### config.mk
export PLATFORM = sky130hd
export DESIGN_NAME = fft_frame_ctrl_flat
export DESIGN_NICKNAME = d
export VERILOG_FILES = /design/src/rtl/fft_pkg.sv /design/src/rtl/fft_frame_ctrl_if.sv /design/src/rtl/fft_peak2_track.sv /design/src/rtl/fft_frame_ctrl.sv /design/src/flat_wrapper.sv
export SDC_FILE = /design/constraint.sdc
export NUM_CORES = 1
export LEC_CHECK = 0
export ABC_AREA = 1
export ABC_CLOCK_PERIOD_IN_PS = 3500
export BUFFER_PORTS_ARGS = -buffer_cell sky130_fd_sc_hd__buf_2
export CAP_MARGIN = 20
export CELL_PAD_IN_SITES_DETAIL_PLACEMENT = 0
export CELL_PAD_IN_SITES_GLOBAL_PLACEMENT = 2
export CORE_MARGIN = 2
export CORE_UTILIZATION = 32
export DETAILED_ROUTE_END_ITERATION = 7
export PLACE_DENSITY = 0.95
export SLEW_MARGIN = 20
export SYNTH_ARGS = -nofsm -noshare
export SYNTH_HDL_FRONTEND = slang
export SYNTH_SLANG_ARGS = --single-unit
### constraint.sdc
create_clock -name clk -period 3.5 [get_ports clk]
set_input_delay 0.175 -clock clk [delete_from_list [all_inputs] [get_ports clk]]
set_output_delay 0.175 -clock clk [all_outputs]
set_load 0.005 [all_outputs]
### src/rtl/fft_pkg.sv
// Shared types and constants for the FFT frame controller slice.
//   BinW / MagW : FFT bin index and magnitude widths
//   NPointsDef  : default samples per FFT frame
//   fft_state_e : frame controller state encoding
//   bin_dist()  : absolute distance between two bin indices
package fft_pkg;

   localparam int unsigned BinW       = 11;
   localparam int unsigned MagW       = 28;
   localparam int unsigned NPointsDef = 2048;

   typedef logic [BinW-1:0] bin_t;
   typedef logic [MagW-1:0] mag_t;

   typedef enum logic [2:0] {
      StIdle,
      StSkip,
      StCapture,
      StProcess,
      StReport
   } fft_state_e;

   function automatic bin_t bin_dist(input bin_t a, input bin_t b);
      return (a > b) ? (a - b) : (b - a);
   endfunction

endpackage

### src/rtl/fft_frame_ctrl_if.sv
// Handshake bundle between the frame controller and the FFT core.
//   fft_adc_valid       : gated sample strobe into the FFT (controller -> core)
//   fft_enable          : FFT enable (controller -> core)
//   fft_ready_for_data  : core can accept a sample (core -> controller)
//   fft_processing_done : core finished the transform (core -> controller)
//   fft_magnitude_valid : fft_bin_index / fft_magnitude carry a result (core -> controller)
// Modports: master = controller side, slave = FFT core side.
interface fft_frame_ctrl_if;
   import fft_pkg::*;

   logic fft_adc_valid;
   logic fft_enable;
   logic fft_ready_for_data;
   logic fft_processing_done;
   logic fft_magnitude_valid;
   bin_t fft_bin_index;
   mag_t fft_magnitude;

   modport master (
      output fft_adc_valid,
      output fft_enable,
      input  fft_ready_for_data,
      input  fft_processing_done,
      input  fft_magnitude_valid,
      input  fft_bin_index,
      input  fft_magnitude
   );

   modport slave (
      input  fft_adc_valid,
      input  fft_enable,
      output fft_ready_for_data,
      output fft_processing_done,
      output fft_magnitude_valid,
      output fft_bin_index,
      output fft_magnitude
   );

endinterface

### src/rtl/fft_peak2_track.sv
// Tracks the two largest FFT magnitudes, keeping peak2 at least GUARD_BINS+1 bins from peak1.
//   clk, rst            : clock, synchronous active-high reset
//   clear               : zero both peaks (start of a new frame)
//   mag_valid, bin, mag : candidate result; only MIN_BIN <= bin < N_POINTS/2 is considered
//   peak1_*/peak2_*     : current largest / second largest (bin, magnitude)
module fft_peak2_track
   import fft_pkg::*;
#(
   parameter int unsigned N_POINTS   = NPointsDef,
   parameter int unsigned MIN_BIN    = 1,
   parameter int unsigned GUARD_BINS = 2
) (
   input  logic clk,
   input  logic rst,
   input  logic clear,
   input  logic mag_valid,
   input  bin_t bin,
   input  mag_t mag,
   output bin_t peak1_bin,
   output mag_t peak1_mag,
   output bin_t peak2_bin,
   output mag_t peak2_mag
);

   localparam bin_t MinBin   = bin_t'(MIN_BIN);
   localparam bin_t BinLimit = bin_t'(N_POINTS / 2);
   localparam bin_t Guard    = bin_t'(GUARD_BINS);

   logic in_range;
   logic far;

   // Only the non-mirrored half of the spectrum is searched.
   assign in_range = mag_valid && (bin >= MinBin) && (bin < BinLimit);
   assign far      = bin_dist(bin, peak1_bin) > Guard;

   // Strict compares: an equal magnitude never displaces the earlier (lower) bin.
   always_ff @(posedge clk) begin
      if (rst || clear) begin
         peak1_bin <= '0;
         peak1_mag <= '0;
         peak2_bin <= '0;
         peak2_mag <= '0;
      end else if (in_range) begin
         if (mag > peak1_mag) begin
            if (far) begin
               peak2_bin <= peak1_bin;
               peak2_mag <= peak1_mag;
            end
            peak1_bin <= bin;
            peak1_mag <= mag;
         end else if ((mag > peak2_mag) && far) begin
            peak2_bin <= bin;
            peak2_mag <= mag;
         end
      end
   end

endmodule

### src/rtl/fft_frame_ctrl.sv
// FFT frame controller: discards SKIP_SAMPLES leading ADC samples, forwards N_POINTS samples
// to the FFT core, then tracks the two strongest bins of the result and reports them.
//   clk, rst          : clock, synchronous active-high reset
//   start / cont      : frame request pulse / re-arm after each report
//   abort             : cancel the current frame (no result)
//   adc_valid_in      : ADC sample strobe
//   fft               : FFT core handshake bundle (master modport)
//   peak1_* / peak2_* : strongest / second strongest bin and magnitude
//   result_valid      : one-cycle pulse while the frame result is reported
//   busy              : frame in progress
//   timeout_err       : one-cycle pulse when the FFT core never finishes
//   frame_cnt         : completed frames, wrapping
// Build option: define FFT_FRAME_CTRL_WDOG_EN to enable the PROCESS-state watchdog.
module fft_frame_ctrl
   import fft_pkg::*;
#(
   parameter int unsigned N_POINTS     = NPointsDef,
   parameter int unsigned SKIP_SAMPLES = 352,
   parameter int unsigned MIN_BIN      = 1,
   parameter int unsigned GUARD_BINS   = 2,
   parameter int unsigned TIMEOUT_CYC  = 200000
) (
   input  logic              clk,
   input  logic              rst,
   input  logic              start,
   input  logic              cont,
   input  logic              abort,
   input  logic              adc_valid_in,
   fft_frame_ctrl_if.master  fft,
   output bin_t              peak1_bin,
   output mag_t              peak1_mag,
   output bin_t              peak2_bin,
   output mag_t              peak2_mag,
   output logic              result_valid,
   output logic              busy,
   output logic              timeout_err,
   output logic [15:0]       frame_cnt
);

   localparam int unsigned CntMax = (N_POINTS > SKIP_SAMPLES) ? N_POINTS : SKIP_SAMPLES;
   localparam int unsigned CntW   = $clog2(CntMax + 1);
   localparam logic [CntW-1:0] SkipLast = CntW'((SKIP_SAMPLES == 0) ? 0 : SKIP_SAMPLES - 1);
   localparam logic [CntW-1:0] CaptLast = CntW'(N_POINTS - 1);
   // With nothing to discard a frame starts straight in CAPTURE.
   localparam fft_state_e EntrySt = (SKIP_SAMPLES == 0) ? StCapture : StSkip;

   if (TIMEOUT_CYC == 0 || N_POINTS < 2 || N_POINTS / 2 > (1 << BinW)) begin : g_param_check
      $error("fft_frame_ctrl: unsupported parameter set");
   end

   fft_state_e      state_q;
   logic [CntW-1:0] smp_cnt_q;
   logic            fwd;
   logic            clear_peaks;
   logic            track_valid;

   assign fwd               = adc_valid_in && fft.fft_ready_for_data && (state_q == StCapture);
   assign fft.fft_adc_valid = fwd;
   assign fft.fft_enable    = (state_q != StIdle);
   assign busy              = (state_q != StIdle);

   // Peaks restart whenever a new frame is armed, from IDLE or by re-arm out of REPORT.
   always_comb begin
      clear_peaks = 1'b0;
      if (!abort) begin
         if ((state_q == StIdle) && start) clear_peaks = 1'b1;
         if ((state_q == StReport) && cont) clear_peaks = 1'b1;
      end
   end

   assign track_valid = fft.fft_magnitude_valid && (state_q == StProcess) && !abort;

`ifdef FFT_FRAME_CTRL_WDOG_EN
   localparam int unsigned WdogW = $clog2(TIMEOUT_CYC + 1);
   localparam logic [WdogW-1:0] WdogLast = WdogW'(TIMEOUT_CYC - 1);

   logic [WdogW-1:0] wdog_cnt_q;
   logic             timeout_q;

   assign timeout_err = timeout_q;
`else
   assign timeout_err = 1'b0;
`endif

   always_ff @(posedge clk) begin
      if (rst) begin
         state_q      <= StIdle;
         smp_cnt_q    <= '0;
         frame_cnt    <= '0;
         result_valid <= 1'b0;
`ifdef FFT_FRAME_CTRL_WDOG_EN
         wdog_cnt_q   <= '0;
         timeout_q    <= 1'b0;
`endif
      end else begin
         result_valid <= 1'b0;
`ifdef FFT_FRAME_CTRL_WDOG_EN
         timeout_q    <= 1'b0;
         // Counts cycles spent in PROCESS; restarts from 0 on every entry.
         wdog_cnt_q   <= (state_q == StProcess) ? wdog_cnt_q + 1'b1 : '0;
`endif
         if (abort) begin
            state_q   <= StIdle;
            smp_cnt_q <= '0;
         end else begin
            unique case (state_q)
               StIdle: begin
                  if (start) begin
                     state_q   <= EntrySt;
                     smp_cnt_q <= '0;
                  end
               end
               StSkip: begin
                  if (adc_valid_in) begin
                     if (smp_cnt_q == SkipLast) begin
                        state_q   <= StCapture;
                        smp_cnt_q <= '0;
                     end else begin
                        smp_cnt_q <= smp_cnt_q + 1'b1;
                     end
                  end
               end
               StCapture: begin
                  // Strobes the core cannot accept are dropped and not counted.
                  if (fwd) begin
                     if (smp_cnt_q == CaptLast) begin
                        state_q   <= StProcess;
                        smp_cnt_q <= '0;
                     end else begin
                        smp_cnt_q <= smp_cnt_q + 1'b1;
                     end
                  end
               end
               StProcess: begin
                  if (fft.fft_processing_done) begin
                     state_q      <= StReport;
                     result_valid <= 1'b1;
                     frame_cnt    <= frame_cnt + 16'd1;
                  end
`ifdef FFT_FRAME_CTRL_WDOG_EN
                  else if (wdog_cnt_q == WdogLast) begin
                     state_q   <= StIdle;
                     timeout_q <= 1'b1;
                  end
`endif
               end
               StReport: begin
                  state_q   <= cont ? EntrySt : StIdle;
                  smp_cnt_q <= '0;
               end
               default: begin
                  state_q   <= StIdle;
                  smp_cnt_q <= '0;
               end
            endcase
         end
      end
   end

   fft_peak2_track #(
      .N_POINTS   (N_POINTS),
      .MIN_BIN    (MIN_BIN),
      .GUARD_BINS (GUARD_BINS)
   ) u_peak2_track (
      .clk       (clk),
      .rst       (rst),
      .clear     (clear_peaks),
      .mag_valid (track_valid),
      .bin       (fft.fft_bin_index),
      .mag       (fft.fft_magnitude),
      .peak1_bin (peak1_bin),
      .peak1_mag (peak1_mag),
      .peak2_bin (peak2_bin),
      .peak2_mag (peak2_mag)
   );

endmodule

### src/flat_wrapper.sv
// flat-port wrapper written by rule: the top's interface ports become plain ports
module fft_frame_ctrl_flat import fft_pkg::*;
#(
   parameter int unsigned N_POINTS     = NPointsDef,
   parameter int unsigned SKIP_SAMPLES = 352,
   parameter int unsigned MIN_BIN      = 1,
   parameter int unsigned GUARD_BINS   = 2,
   parameter int unsigned TIMEOUT_CYC  = 200000
)
  (clk, rst, start, cont, abort, adc_valid_in, peak1_bin, peak1_mag, peak2_bin, peak2_mag, result_valid, busy, timeout_err, frame_cnt, fft_fft_adc_valid, fft_fft_enable, fft_fft_ready_for_data, fft_fft_processing_done, fft_fft_magnitude_valid, fft_fft_bin_index, fft_fft_magnitude);
  fft_frame_ctrl_if fft_i ();
  input  logic clk;
  input  logic rst;
  input  logic start;
  input  logic cont;
  input  logic abort;
  input  logic adc_valid_in;
  output bin_t peak1_bin;
  output mag_t peak1_mag;
  output bin_t peak2_bin;
  output mag_t peak2_mag;
  output logic result_valid;
  output logic busy;
  output logic timeout_err;
  output logic [15:0] frame_cnt;
  output wire logic [$bits(fft_i.fft_adc_valid)-1:0] fft_fft_adc_valid;
  output wire logic [$bits(fft_i.fft_enable)-1:0] fft_fft_enable;
  input wire logic [$bits(fft_i.fft_ready_for_data)-1:0] fft_fft_ready_for_data;
  input wire logic [$bits(fft_i.fft_processing_done)-1:0] fft_fft_processing_done;
  input wire logic [$bits(fft_i.fft_magnitude_valid)-1:0] fft_fft_magnitude_valid;
  input wire logic [$bits(fft_i.fft_bin_index)-1:0] fft_fft_bin_index;
  input wire logic [$bits(fft_i.fft_magnitude)-1:0] fft_fft_magnitude;
  assign fft_fft_adc_valid = fft_i.fft_adc_valid;
  assign fft_fft_enable = fft_i.fft_enable;
  assign fft_i.fft_ready_for_data = fft_fft_ready_for_data;
  assign fft_i.fft_processing_done = fft_fft_processing_done;
  assign fft_i.fft_magnitude_valid = fft_fft_magnitude_valid;
  assign fft_i.fft_bin_index = fft_fft_bin_index;
  assign fft_i.fft_magnitude = fft_fft_magnitude;
  fft_frame_ctrl #(.N_POINTS(N_POINTS), .SKIP_SAMPLES(SKIP_SAMPLES), .MIN_BIN(MIN_BIN), .GUARD_BINS(GUARD_BINS), .TIMEOUT_CYC(TIMEOUT_CYC)) u_core (.clk(clk), .rst(rst), .start(start), .cont(cont), .abort(abort), .adc_valid_in(adc_valid_in), .fft(fft_i), .peak1_bin(peak1_bin), .peak1_mag(peak1_mag), .peak2_bin(peak2_bin), .peak2_mag(peak2_mag), .result_valid(result_valid), .busy(busy), .timeout_err(timeout_err), .frame_cnt(frame_cnt));
endmodule
==> summary.txt, run 1 <==
Clock tree
  – TritonCTS clock tree: done
  – Sinks on the clock net: between 100 and 150
  – Hold-fix buffer count after cts: 0
  – Clk pin slew, worst setup/hold paths: 0.08 ns
  – Root Buffer: clkbuf_16
  – Setup fix buffers added after clock tree synthesis: 0
  – CTS H-tree lvls: 3
  – Source-to-sink clock delay at the later pin of the worst-skew pair: approximately 0.36 ns
  – Worst-case clock buffer depth: 2
  – Resize count post-CTS: 0
  – Total CTS buffers: 9

Layout
  – Leading cell types in the layout, fill and taps excluded: nand2_1 (353), inv_1 (263), buf_2 (145), nand3_1 (121), dfxtp_1 (110)
  – Leading cell type in the layout, fill and taps excluded: nand2_1
  – Post-route design area: 9600 um2
  – Synth-to-Final Area Change: 17.3%
  – Ratio of cells with drive above 1 in the final layout: between 15 and 20%
  – Final net count: about 1600
  – Final antenna diode count: 0
  – Number of fill cells in the layout: between 2000 and 3000

Logic synthesis
  – Mapped Nets: between 1000 and 1500
  – Sequential-to-total area share from yosys stat: between 20% and 30%
  – Synth top area share: 26.9%
  – Asr flop ratio synth: 0%
  – Mapped Cells: approximately 1300
  – Cell type with the largest total area after synthesis: dfxtp_1
  – Number of enable-type register cells in the synthesized netlist: 0
  – Count of state elements after synthesis: between 100 and 150
  – Syn_area_per_cell: about 6.2 um2
  – Cell types with the largest area share after synthesis: dfxtp_1 (27%), nand2_1 (16%), ha_1 (12%)
  – Distinct cell type count after synthesis: 40
  – Number of warnings printed during yosys synthesis: 0
  – Post-Synthesis Cell Area: approximately 8200 um2
  – Most used flip-flop cell after synthesis: dfxtp_1

Drt
  – Final routed wire length divided by cell count: around 13 um
  – DR vias/cell: between 4 and 5
  – Final WL: 24000 um
  – Via count: ~8100
  – Detailed Routing Iterations Pass 1: 7
  – Starting DRT DRC Count: 443
  – Antenna Nets Post-Route: 0
  – Final routed DRC violation total: 0

Timing
  – Final-layout setup total negative slack: 0 ns
  – Max-slew violation count: 0
  – Hold Vio Cnt, Final: 0
  – Minimum clock period: around 3.0 ns
  – Number of setup violations in the final report: 0
  – Crit share post-route: between 80% and 90%
  – Slew at the pin closest to its max-slew limit: approximately 0.87 ns
  – Relative slew slack: between 40% and 50%
  – Highest clock frequency the design can meet: between 300 and 400 MHz
  – RSZ-0062 raised after global routing: no
  – Setup skew after layout: roughly 0.0093 ns
  – WHS: 0.146 ns

Worst setup path
  – Crit path capture type: register
  – Kind of start point of the critical path: register
  – Worst reg-to-reg setup slack: 0.48 ns
  – Category of the critical setup timing path: register to register
  – Worst reg2reg path startpoint: u_core.u_peak2_track.peak1_bin[6]$_SDFFE_PP0P_
  – Launch point of the worst path: u_core.u_peak2_track.peak1_bin[6]$_SDFFE_PP0P_
  – End of the worst register-to-register path: u_core.u_peak2_track.peak2_mag[8]$_SDFFE_PP0P_
  – Crit-path max FO: 20
  – Crit path DAT: around 3.3 ns
  – Depth of the most critical reg-to-reg path: 15
  – Data required time of the critical path: about 3.8 ns
  – Worst setup endpoint: u_core.u_peak2_track.peak2_mag[8]$_SDFFE_PP0P_

Global routing
  – Via count of the first global-routing pass: about 7800
  – All-layer global routing usage: between 10% and 20%
  – Antenna violations before repair: 0
  – Global-route wire length before repair: between 30000 and 40000 um
  – Maximum number of pins on one net before global-route repair: 41
  – Overall overflow remaining after global route: 0

Floorplanning
  – Die width: roughly 160 um
  – Top Ports: 147
  – Die Outline Area: roughly 27000 um2
  – Vertical die dimension: between 150 and 200 um
  – Number of placement rows: 58
  – Area of the core region: 25200 um2
  – Initial core utilization: about a third

Placed design
  – PortBufs: about 150
  – Final weighted congestion in routability-driven placement: 0.810
  – Detailed-placement wirelength estimate: ~19000 um
  – Post-DP Area: ~9300 um2

Power
  – VDD IR max: approximately 250 uV
  – Power density of the placed cells: slightly below 300 nW/um2
  – Leakage power figure: ~4.8 nW

Worst hold path
  – Path category of the worst min-delay check: input pin to register

Flow run
  – Number of maximum-capacitance violations: 0

Run status
  – Result of the run: finished clean
[worst min-delay path by stage]
stage | startpoint | endpoint | slack, ns | cells after the start
floorplan | fft_fft_magnitude[10] | u_core.u_peak2_track.peak1_mag[10]$_SDFFE_PP0P_ | 0.37 | 2
CTS | rst | u_core.state_q[2]$_SDFFE_PP0P_ | 0.14 | 2
finish | rst | u_core.state_q[2]$_SDFFE_PP0P_ | 0.15 | 2
global placement | u_core.frame_cnt[15]$_SDFFE_PP0P_ | u_core.frame_cnt[15]$_SDFFE_PP0P_ | 0.47 | 2
detailed placement | u_core.frame_cnt[15]$_SDFFE_PP0P_ | u_core.frame_cnt[15]$_SDFFE_PP0P_ | 0.47 | 2
global route | rst | u_core.state_q[2]$_SDFFE_PP0P_ | 0.14 | 2
[final cells by class]
| type | count | area (um2) | share of cell area [%] |
|---|---|---|---|
| clock buffer | 9 | 225 | 2.34 |
| timing repair buffer | 165 | 908 | 9.46 |
| clock inverter | 7 | 82.6 | 0.860 |
| inverter | 268 | 1010 | 10.5 |
| tap | 330 | 413 | 4.30 |
| multi-input combinational | 894 | 4770 | 49.6 |
| sequential | 110 | 2200 | 22.9 |
[metrics by stage]
step / std cells / power, mW / utilization (%) / setup slack, ns
floorplan: 1319 / 1.60 / - / 1.18
global placement: 1766 / 1.75 / 36.8 / 0.181
detailed placement: 1767 / 1.75 / 36.9 / 0.458
CTS: 1783 / 2.87 / 38.1 / 0.456
global route: 1783 / 2.98 / 38.1 / 0.223
finish: 1783 / 2.83 / 38.1 / 0.485
[synth_stat cells (all sizes together) (5+ instances only)]
cell / n
a21oi: 87
nor2: 105
o21ai: 59
nand4: 18
dfxtp: 110
xor2: 5
ha: 79
clkbuf: 23
nand3: 133
inv: 268
buf: 24
nor3: 20
nand2: 358
[power by group]
part	internal [mW]	total (mW)	leakage [nW]	switching, mW
sequential	1.25	1.26	0.886	0.00351
combinational	0.158	0.462	3.73	0.304
clock	0.568	1.11	0.153	0.542
[registers in the layout (all words and copies together), names as in the netlist]
| signal | cells |
|---|---|
| u_core.frame_cnt | 16 |
| u_core.u_peak2_track.peak1_bin | 11 |
| u_core.state_q | 3 |
| u_core.u_peak2_track.peak2_mag | 28 |
| u_core.result_valid | 1 |
| u_core.u_peak2_track.peak1_mag | 28 |
| u_core.smp_cnt_q | 12 |
| u_core.u_peak2_track.peak2_bin | 11 |
[metal layers]
| metal | wire length (um) | vias to the layer above | global-route usage (%) |
|---|---|---|---|
| met3 | 1340 | 18 | 3.38 |
| met1 | 11600 | 3584 | 24.2 |
| met5 | 0 | - | 0 |
| met4 | 393 | 0 | 4.15 |
| met2 | 10700 | 173 | 30.4 |
| li1 | - | 4364 | - |
[cells by family after synthesis]
logic type,after synthesis,synth area share (%)
compound gates,159,10.1
other cells,1,0.0458
xor+xnor,5,0.535
fa+ha+maj,81,12.6
buf+inv,315,15.2
flops,110,26.9
simple gates,648,34.7
[critical path, stage by stage, from the launching register on]
cell and delay [ns]:
dfxtp_1 0.37, ha_1 0.48, nand2_2 0.13, nor2_2 0.25
nand3_1 0.20, nand3_1 0.13, nand2_1 0.05, nand2_1 0.09
nor2_1 0.06, nand3_2 0.08, nand2_1 0.08, nor2_4 0.54
buf_16 0.24, nand3_1 0.09, nand2_1 0.08, nor2_1 0.04
Note: power is estimated with default switching activity, not from simulation.
==> run 2, diff against run 1 <==
- ABC_CLOCK_PERIOD_IN_PS: 3500 -> 2600
- CORE_UTILIZATION: 32 -> 27
- PLACE_DENSITY: 0.95 -> 0.86
- clock period: 3.5 -> 2.6 ns (I/O delays scaled with it)
==> summary.txt, run 2 (synthesis gave the netlist of run 1 again) <==
Floorplanning
  – Number of placement rows: 63 (was 58)
  – Die Outline Area: 31700 um2 (was 26900 um2)
  – Initial core utilization: 27.5% (was 32.5%)
  – Area of the core region: 29700 um2 (was 25200 um2)
  – Die width: 178 um (was 164 um)
  – Vertical die dimension: 178 um (was 164 um)
  – Top Ports: 147 (unchanged)

Placed design
  – Detailed-placement wirelength estimate: 19600 um (was 18500 um)
  – Post-DP Area: 9920 um2 (was 9300 um2)
  – # placed instances: 1894 (was 1767)
  – Worst slack at placement: -0.137 ns (was 0.458 ns)
  – PortBufs: 145 (unchanged)
  – Final weighted congestion in routability-driven placement: 0.788 (was 0.810)

Worst setup path
  – Critical-path cell list: ha_4, fa_2, inv_2, nand2_4, buf_6, a21oi_2, nand2_1, nor2_2, nand2_1, nor2_2, nand3_2, buf_6, nand4_1, buf_6, clkbuf_16, nand2_2, inv_2, nor2_2 (was ha_1, nand2_2, nor2_2, nand3_1, nand3_1, nand2_1, nand2_1, nor2_1, nand3_2, nand2_1, nor2_4, buf_16, nand3_1, nand2_1, nor2_1)
  – Crit-path max FO: 8 (was 20)
  – Crit path DAT: 2.87 ns (was 3.28 ns)
  – Kind of start point of the critical path: register (unchanged)
  – Category of the critical setup timing path: register to register (unchanged)
  – Crit path capture type: register (unchanged)
  – Data required time of the critical path: 2.87 ns (was 3.76 ns)
  – CP peak stage delay: 0.38 ns (was 0.54 ns)
  – Cell with the biggest individual delay on the critical path: dfxtp_4 (was nor2_4)

Layout
  – Largest registers in the final layout: u_core.u_peak2_track.peak1_mag (28), u_core.u_peak2_track.peak2_mag (28), u_core.frame_cnt (16) (unchanged)
  – Filler-free cell count of the finished design: 1922 (was 1783)
  – Leading cell types in the layout, fill and taps excluded: nand2_1 (314), inv_1 (228), buf_2 (145), nand3_1 (119), dfxtp_1 (103) (was nand2_1 (353), inv_1 (263), buf_2 (145), nand3_1 (121), dfxtp_1 (110))
  – Ratio of cells with drive above 1 in the final layout: 26.8% (was 15.6%)
  – Post-route design area: 10800 um2 (was 9600 um2)
  – Synth-to-Final Area Change: 32.0% (was 17.3%)
  – Number of fill cells in the layout: 3244 (was 2786)
  – Multi-input combinational cell area: 5100 um2 (was 4770 um2)
  – Final net count: 1656 (was 1577)
  – Leading cell type in the layout, fill and taps excluded: nand2_1 (unchanged)
  – Final antenna diode count: 0 (unchanged)
  – FF+latch area: 2210 um2 (was 2200 um2)

Power
  – Share of total power consumed by net switching: 32.3% (was 30.0%)
  – Power density of the placed cells: 365 nW/um2 (was 295 nW/um2)
  – Leakage power figure: 5.29 nW (was 4.77 nW)
  – VDD IR max: 322 uV (was 255 uV)
  – Part of the power in combinational logic: 17.9% (was 16.3%)
  – Share of total power in sequential cells: 42.8% (was 44.5%)
  – Switch Pwr: 1.27 mW (was 0.850 mW)
  – Internal cell power: 2.68 mW (was 1.98 mW)
  – Clock share of power: 39.2% (about the same)
  – Power Total: 3.95 mW (was 2.83 mW)

Drt
  – Detailed Routing Iterations Pass 1: 5 (was 7)
  – Starting DRT DRC Count: 357 (was 443)
  – Met3 routed WL: 1020 um (was 1340 um)
  – Final WL: 27100 um (was 24000 um)
  – Antenna Nets Post-Route: 0 (unchanged)
  – Via count: 8583 (was 8139)
  – Final routed wire length divided by cell count: 14.1 um (was 13.5 um)
  – Met1 layer wirelength in the final routing: 12900 um (was 11600 um)
  – Highest metal layer used by the detailed router: met4 (unchanged)
  – Final routed DRC violation total: 0 (unchanged)
  – DR vias/cell: 4.47 (was 4.56)
  – Routed length on met2: 12800 um (was 10700 um)

Global routing
  – Via count of the first global-routing pass: 8072 (was 7755)
  – Global-route wire length before repair: 41200 um (was 39300 um)
  – Antenna violations before repair: 0 (unchanged)
  – Maximum number of pins on one net before global-route repair: 79 (was 41)
  – All-layer global routing usage: 16.4% (was 18.1%)
  – Overall overflow remaining after global route: 0 (unchanged)

Clock tree
  – Total CTS buffers: 9 (unchanged)
  – Clk pin slew, worst setup/hold paths: 0.10 ns (was 0.08 ns)
  – Sinks on the clock net: 110 (unchanged)
  – Source-to-sink clock delay at the later pin of the worst-skew pair: 0.37 ns (was 0.36 ns)
  – Worst-case clock buffer depth: 2 (unchanged)
  – TritonCTS clock tree: done (unchanged)
  – CTS H-tree lvls: 3 (unchanged)
  – Root Buffer: clkbuf_16 (unchanged)

Timing
  – WHS: 0.0881 ns (was 0.146 ns)
  – Setup skew after layout: 0.0229 ns (was 0.00933 ns)
  – Relative slew slack: 66.5% (was 42.1%)
  – Highest clock frequency the design can meet: 384 MHz (was 332 MHz)
  – Slew at the pin closest to its max-slew limit: 0.498 ns (was 0.867 ns)
  – RSZ-0062 raised after global routing: yes (was no)
  – Crit share post-route: 100% (was 86.1%)
  – Number of setup violations in the final report: 2 (was 0)
  – Minimum clock period: 2.61 ns (was 3.02 ns)
  – Hold Vio Cnt, Final: 0 (unchanged)
  – Max-slew violation count: 0 (unchanged)
  – Final WS setup: -0.00552 ns (was 0.485 ns)

Run status
  – Result of the run: complete, but fails checks (was finished clean)
  – Violations in the final reports: negative setup slack

Worst hold path
  – Path category of the worst min-delay check: input pin to register (unchanged)

Flow run
  – Number of maximum-capacitance violations: 0 (unchanged)
-- run 2: changes by cell type in the layout (fill, tap and decap cells not counted), sizes merged --
cell    previous run  this run
buf              165       239
clkbuf             9        14
inv              270       273
clkinv             4         2
bufinv             1         0
-- run 2: per-stage QoR --
step	utilization (%)	setup TNS [ns]
2_1_floorplan	-	0
3_3_place_gp	33.3	-17.56
3_5_place_dp	33.4	-3.24
4_1_cts	34.7	0
5_1_grt	36.4	-3.31
6_report	36.4	-0.00581
-- run 2: area by class of cell --
type,count,share of cell area (%)
Multi-Input combinational cell,894,47.2
Sequential cell,110,20.5
Timing Repair Buffer,244,15.5
Inverter,268,9.33
Tap cell,390,4.51
Clock buffer,9,2.08
Clock inverter,7,0.938
-- run 2: power groups by stage --
stage,logic (mW),clock network [mW],registers (mW)
after floorplan,0.417,0,1.73
after global placement,0.684,0,1.73
after detailed placement,0.686,0,1.73
after CTS,0.691,1.60,1.69
after global routing,0.808,1.66,1.69
final,0.708,1.55,1.69
-- run 2: routing by layer --
layer | vias to the layer above | GRT usage [%]
li1 | 4524 | -
met1 | 3906 | 21.6
met2 | 135 | 28.1
met3 | 18 | 2.51
met4 | 0 | 3.45
met5 | - | 0
-- run 2: critical path, delay by kind of cell (launching register included) --
kind	cells	cell delay, ns
fa+ha+maj	2	0.49
flops	1	0.38
buf+inv	6	0.78
compound gates	1	0.12
simple gates	9	0.74
-- run 2: worst paths after layout --
| check | startpoint | to | slack, ns | cells past startpoint |
|---|---|---|---|---|
| max | u_core.u_peak2_track.peak1_bin[0]$_SDFFE_PP0P_ | u_core.u_peak2_track.peak2_bin[3]$_SDFFE_PP0P_ | -0.006 | 18 |
| min | rst | u_core.state_q[2]$_SDFFE_PP0P_ | 0.09 | 2 |
| max reg2reg | u_core.u_peak2_track.peak1_bin[0]$_SDFFE_PP0P_ | u_core.u_peak2_track.peak2_bin[3]$_SDFFE_PP0P_ | -0.006 | 18 |
| min reg2reg | u_core.frame_cnt[15]$_SDFFE_PP0P_ | u_core.frame_cnt[15]$_SDFFE_PP0P_ | 0.48 | 2 |
-- run 2: what timing repair did --
item                                    4_1_cts  5_1_grt
cloned                                        1        5
gates resized for setup                       8      135
hold endpoints to repair                      0        0
setup buffers                                 3        4
endpoints found under the setup margin       39       74
pin swaps                                     3       31
hold buffers                                  0        0
==> run 3, diff against run 2 <==
--- a/config.mk
+++ b/config.mk
@@ -11,8 +11,6 @@
 export CAP_MARGIN = 20
-export CELL_PAD_IN_SITES_DETAIL_PLACEMENT = 0
-export CELL_PAD_IN_SITES_GLOBAL_PLACEMENT = 2
 export CORE_MARGIN = 2
-export CORE_UTILIZATION = 27
+export CORE_UTILIZATION = 45
 export DETAILED_ROUTE_END_ITERATION = 7
-export PLACE_DENSITY = 0.86
+export PLACE_DENSITY = 0.78
 export SLEW_MARGIN = 20
==> constraint.sdc (replaced) <==
create_clock -name clk -period 2.6 [get_ports clk]
set_input_delay 0.52 -clock clk [delete_from_list [all_inputs] [get_ports clk]]
set_output_delay 0.52 -clock clk [all_outputs]
set_load 0.005 [all_outputs]
==> summary.txt, run 3 (synthesis gave the netlist of run 1 again) <==
Clock tree
  – CTS H-tree lvls: 3 (unchanged)
  – TritonCTS clock tree: done (unchanged)
  – Source-to-sink clock delay at the later pin of the worst-skew pair: 0.36 ns (was 0.37 ns)
  – Root Buffer: clkbuf_16 (unchanged)
  – Sinks on the clock net: 110 (unchanged)
  – Total CTS buffers: 9 (unchanged)
  – Clk pin slew, worst setup/hold paths: 0.09 ns (was 0.10 ns)
  – Worst-case clock buffer depth: 2 (unchanged)

Timing
  – Number of setup violations in the final report: 0 (was 2)
  – Highest clock frequency the design can meet: 390 MHz (was 384 MHz)
  – Final-layout setup total negative slack: 0 ns (was -0.00581 ns)
  – WHS: 0.473 ns (was 0.0881 ns)
  – Minimum clock period: 2.57 ns (was 2.61 ns)
  – Max-slew violation count: 0 (unchanged)
  – Crit share post-route: 98.7% (was 100%)
  – Slew at the pin closest to its max-slew limit: 0.640 ns (was 0.498 ns)
  – RSZ-0062 raised after global routing: yes (unchanged)
  – Relative slew slack: 56.9% (was 66.5%)
  – Final WS setup: 0.0344 ns (was -0.00552 ns)
  – Setup skew after layout: 0.0159 ns (was 0.0229 ns)
  – Hold Vio Cnt, Final: 0 (unchanged)

Global routing
  – Via count of the first global-routing pass: 8139 (was 8072)
  – Antenna violations before repair: 1 (was 0)
  – Maximum number of pins on one net before global-route repair: 79 (unchanged)
  – Overall overflow remaining after global route: 0 (unchanged)
  – Global-route wire length before repair: 37900 um (was 41200 um)
  – All-layer global routing usage: 23.4% (was 16.4%)

Layout
  – Ratio of cells with drive above 1 in the final layout: 23.5% (was 26.8%)
  – Largest registers in the final layout: u_core.u_peak2_track.peak1_mag (28), u_core.u_peak2_track.peak2_mag (28), u_core.frame_cnt (16) (unchanged)
  – FF+latch area: 2210 um2 (about the same)
  – Leading cell types in the layout, fill and taps excluded: nand2_1 (329), inv_1 (257), buf_2 (145), nand3_1 (109), dfxtp_1 (102) (was nand2_1 (314), inv_1 (228), buf_2 (145), nand3_1 (119), dfxtp_1 (103))
  – Multi-input combinational cell area: 4980 um2 (was 5100 um2)
  – Final Util: 58.4% (was 36.4%)
  – Synth-to-Final Area Change: 27.6% (was 32.0%)
  – Number of fill cells in the layout: 1668 (was 3244)
  – Leading cell type in the layout, fill and taps excluded: nand2_1 (unchanged)
  – Final net count: 1645 (was 1656)

Placed design
  – Detailed-placement wirelength estimate: 17500 um (was 19600 um)
  – Worst slack at placement: -0.274 ns (was -0.137 ns)
  – Final weighted congestion in routability-driven placement: 0.892 (was 0.788)
  – PortBufs: 145 (unchanged)

Worst setup path
  – Crit path DAT: 2.82 ns (was 2.87 ns)
  – Worst reg2reg path startpoint: u_core.u_peak2_track.peak1_bin[0]$_SDFFE_PP0P_ (unchanged)
  – Data required time of the critical path: 2.86 ns (was 2.87 ns)
  – Kind of start point of the critical path: register (unchanged)
  – Crit path capture type: register (unchanged)
  – CP peak stage delay: 0.57 ns (was 0.38 ns)
  – Launch point of the worst path: u_core.u_peak2_track.peak1_bin[0]$_SDFFE_PP0P_ (unchanged)
  – Cell with the biggest individual delay on the critical path: fa_2 (was dfxtp_4)
  – Crit-path max FO: 8 (unchanged)
  – Critical-path cell list: inv_4, ha_4, fa_2, o22ai_2, nor2_2, and2_4, nand3_1, nor2_1, nand3_1, nand4_1, buf_6, buf_6, nand2_1, inv_1, nor2_2 (was ha_4, fa_2, inv_2, nand2_4, buf_6, a21oi_2, nand2_1, nor2_2, nand2_1, nor2_2, nand3_2, buf_6, nand4_1, buf_6, clkbuf_16, nand2_2, inv_2, nor2_2)
  – Category of the critical setup timing path: register to register (unchanged)

Drt
  – Detailed Routing Iterations Pass 1: 7 (was 5)
  – DR vias/cell: 5.02 (was 4.47)
  – Via count: 8792 (was 8583)
  – Final WL: 24200 um (was 27100 um)
  – Final routed wire length divided by cell count: 13.8 um (was 14.1 um)
  – Antenna Nets Post-Route: 0 (unchanged)
  – Starting DRT DRC Count: 554 (was 357)
  – Final routed DRC violation total: 0 (unchanged)

Floorplanning
  – Initial core utilization: 45.7% (was 27.5%)
  – Area of the core region: 17900 um2 (was 29700 um2)
  – Die width: 139 um (was 178 um)
  – Vertical die dimension: 139 um (was 178 um)
  – Die Outline Area: 19300 um2 (was 31700 um2)
  – Top Ports: 147 (unchanged)
  – Number of placement rows: 49 (was 63)

Power
  – Power density of the placed cells: 374 nW/um2 (was 365 nW/um2)
  – Leakage power figure: 5.22 nW (was 5.29 nW)
  – VDD IR max: 375 uV (was 322 uV)

Worst hold path
  – Source of the worst hold timing path: u_core.frame_cnt[15]$_SDFFE_PP0P_ (was rst)
  – Path category of the worst min-delay check: register to register (was input pin to register)

Flow run
  – Number of maximum-capacitance violations: 0 (unchanged)

Run status
  – Result of the run: finished clean (was complete, but fails checks)
[run 3: cell count changes in the layout (fill, tap and decap cells not counted), moves of 3 or more]
cell	before	now
inv_1	228	257
inv_2	39	10
nand2_4	24	1
buf_4	82	65
nand2_1	314	329
nand3_1	119	109
nand3_2	13	23
nand2_2	20	28
nor2_2	27	20
nor2_1	76	81
buf_12	6	9
ha_1	73	76
inv_12	3	0
[run 3: metrics by stage]
stage | std cells | cell area (um2) | power, mW
3_3_place_gp | 1720 | 9640 | 2.38
3_5_place_dp | 1720 | 9640 | 2.39
4_1_cts | 1736 | 9970 | 3.90
6_report | 1751 | 10400 | 3.91
2_1_floorplan | 1319 | 8190 | 2.15
5_1_grt | 1751 | 10400 | 4.08
[run 3: layout make-up]
| type | count | area share (%) |
|---|---|---|
| repair buffers | 233 | 15.7 |
| multi-input cells | 894 | 47.6 |
| flip-flops and latches | 110 | 21.2 |
| clock inverters | 6 | 0.826 |
| inverters | 268 | 9.65 |
| clock buffers | 10 | 2.19 |
| diodes | 1 | 0.0239 |
| well taps | 229 | 2.74 |
[run 3: per-layer routing]
metal	vias to the layer above	share of wire (%)	GRT usage [%]
li1	4506	-	-
met1	3988	45	30.4
met2	268	47	40.0
met3	30	5.9	3.59
met4	0	1.8	7.66
met5	-	0	0
[run 3: what timing repair did]
action                     4_1_cts  5_1_grt
pin swaps                        0       31
setup endpoints to repair       39       64
gates cloned                     0        7
hold buffers                     0        0
buffers inserted                 0        7
gates resized for setup          4       86
[run 3: power breakdown]
group          internal, mW  switching, mW  leakage [nW]  total, mW
registers              1.69        0.00492         0.890       1.69
logic                 0.266          0.438          4.18      0.704
clock network         0.779          0.733         0.154       1.51
total                  2.73           1.18          5.22       3.91
[run 3: critical path, delay by kind of cell, from the launching register on]
family / cells / cell delay, ns
buffers and inverters: 4 / 0.48
DFF: 1 / 0.38
and+or+nand+nor: 8 / 0.78
AOI/OAI and AO/OA: 1 / 0.09
adders and majority gates: 2 / 0.73
[run 3: final timing paths]
check                                                                      end  slack, ns  cells past startpoint
worst min register to register               u_core.frame_cnt[15]$_SDFFE_PP0P_       0.47                      2
worst min-delay path                         u_core.frame_cnt[15]$_SDFFE_PP0P_       0.47                      2
worst max register to register  u_core.u_peak2_track.peak2_bin[5]$_SDFFE_PP0P_       0.03                     15
worst max-delay path            u_core.u_peak2_track.peak2_bin[5]$_SDFFE_PP0P_       0.03                     15
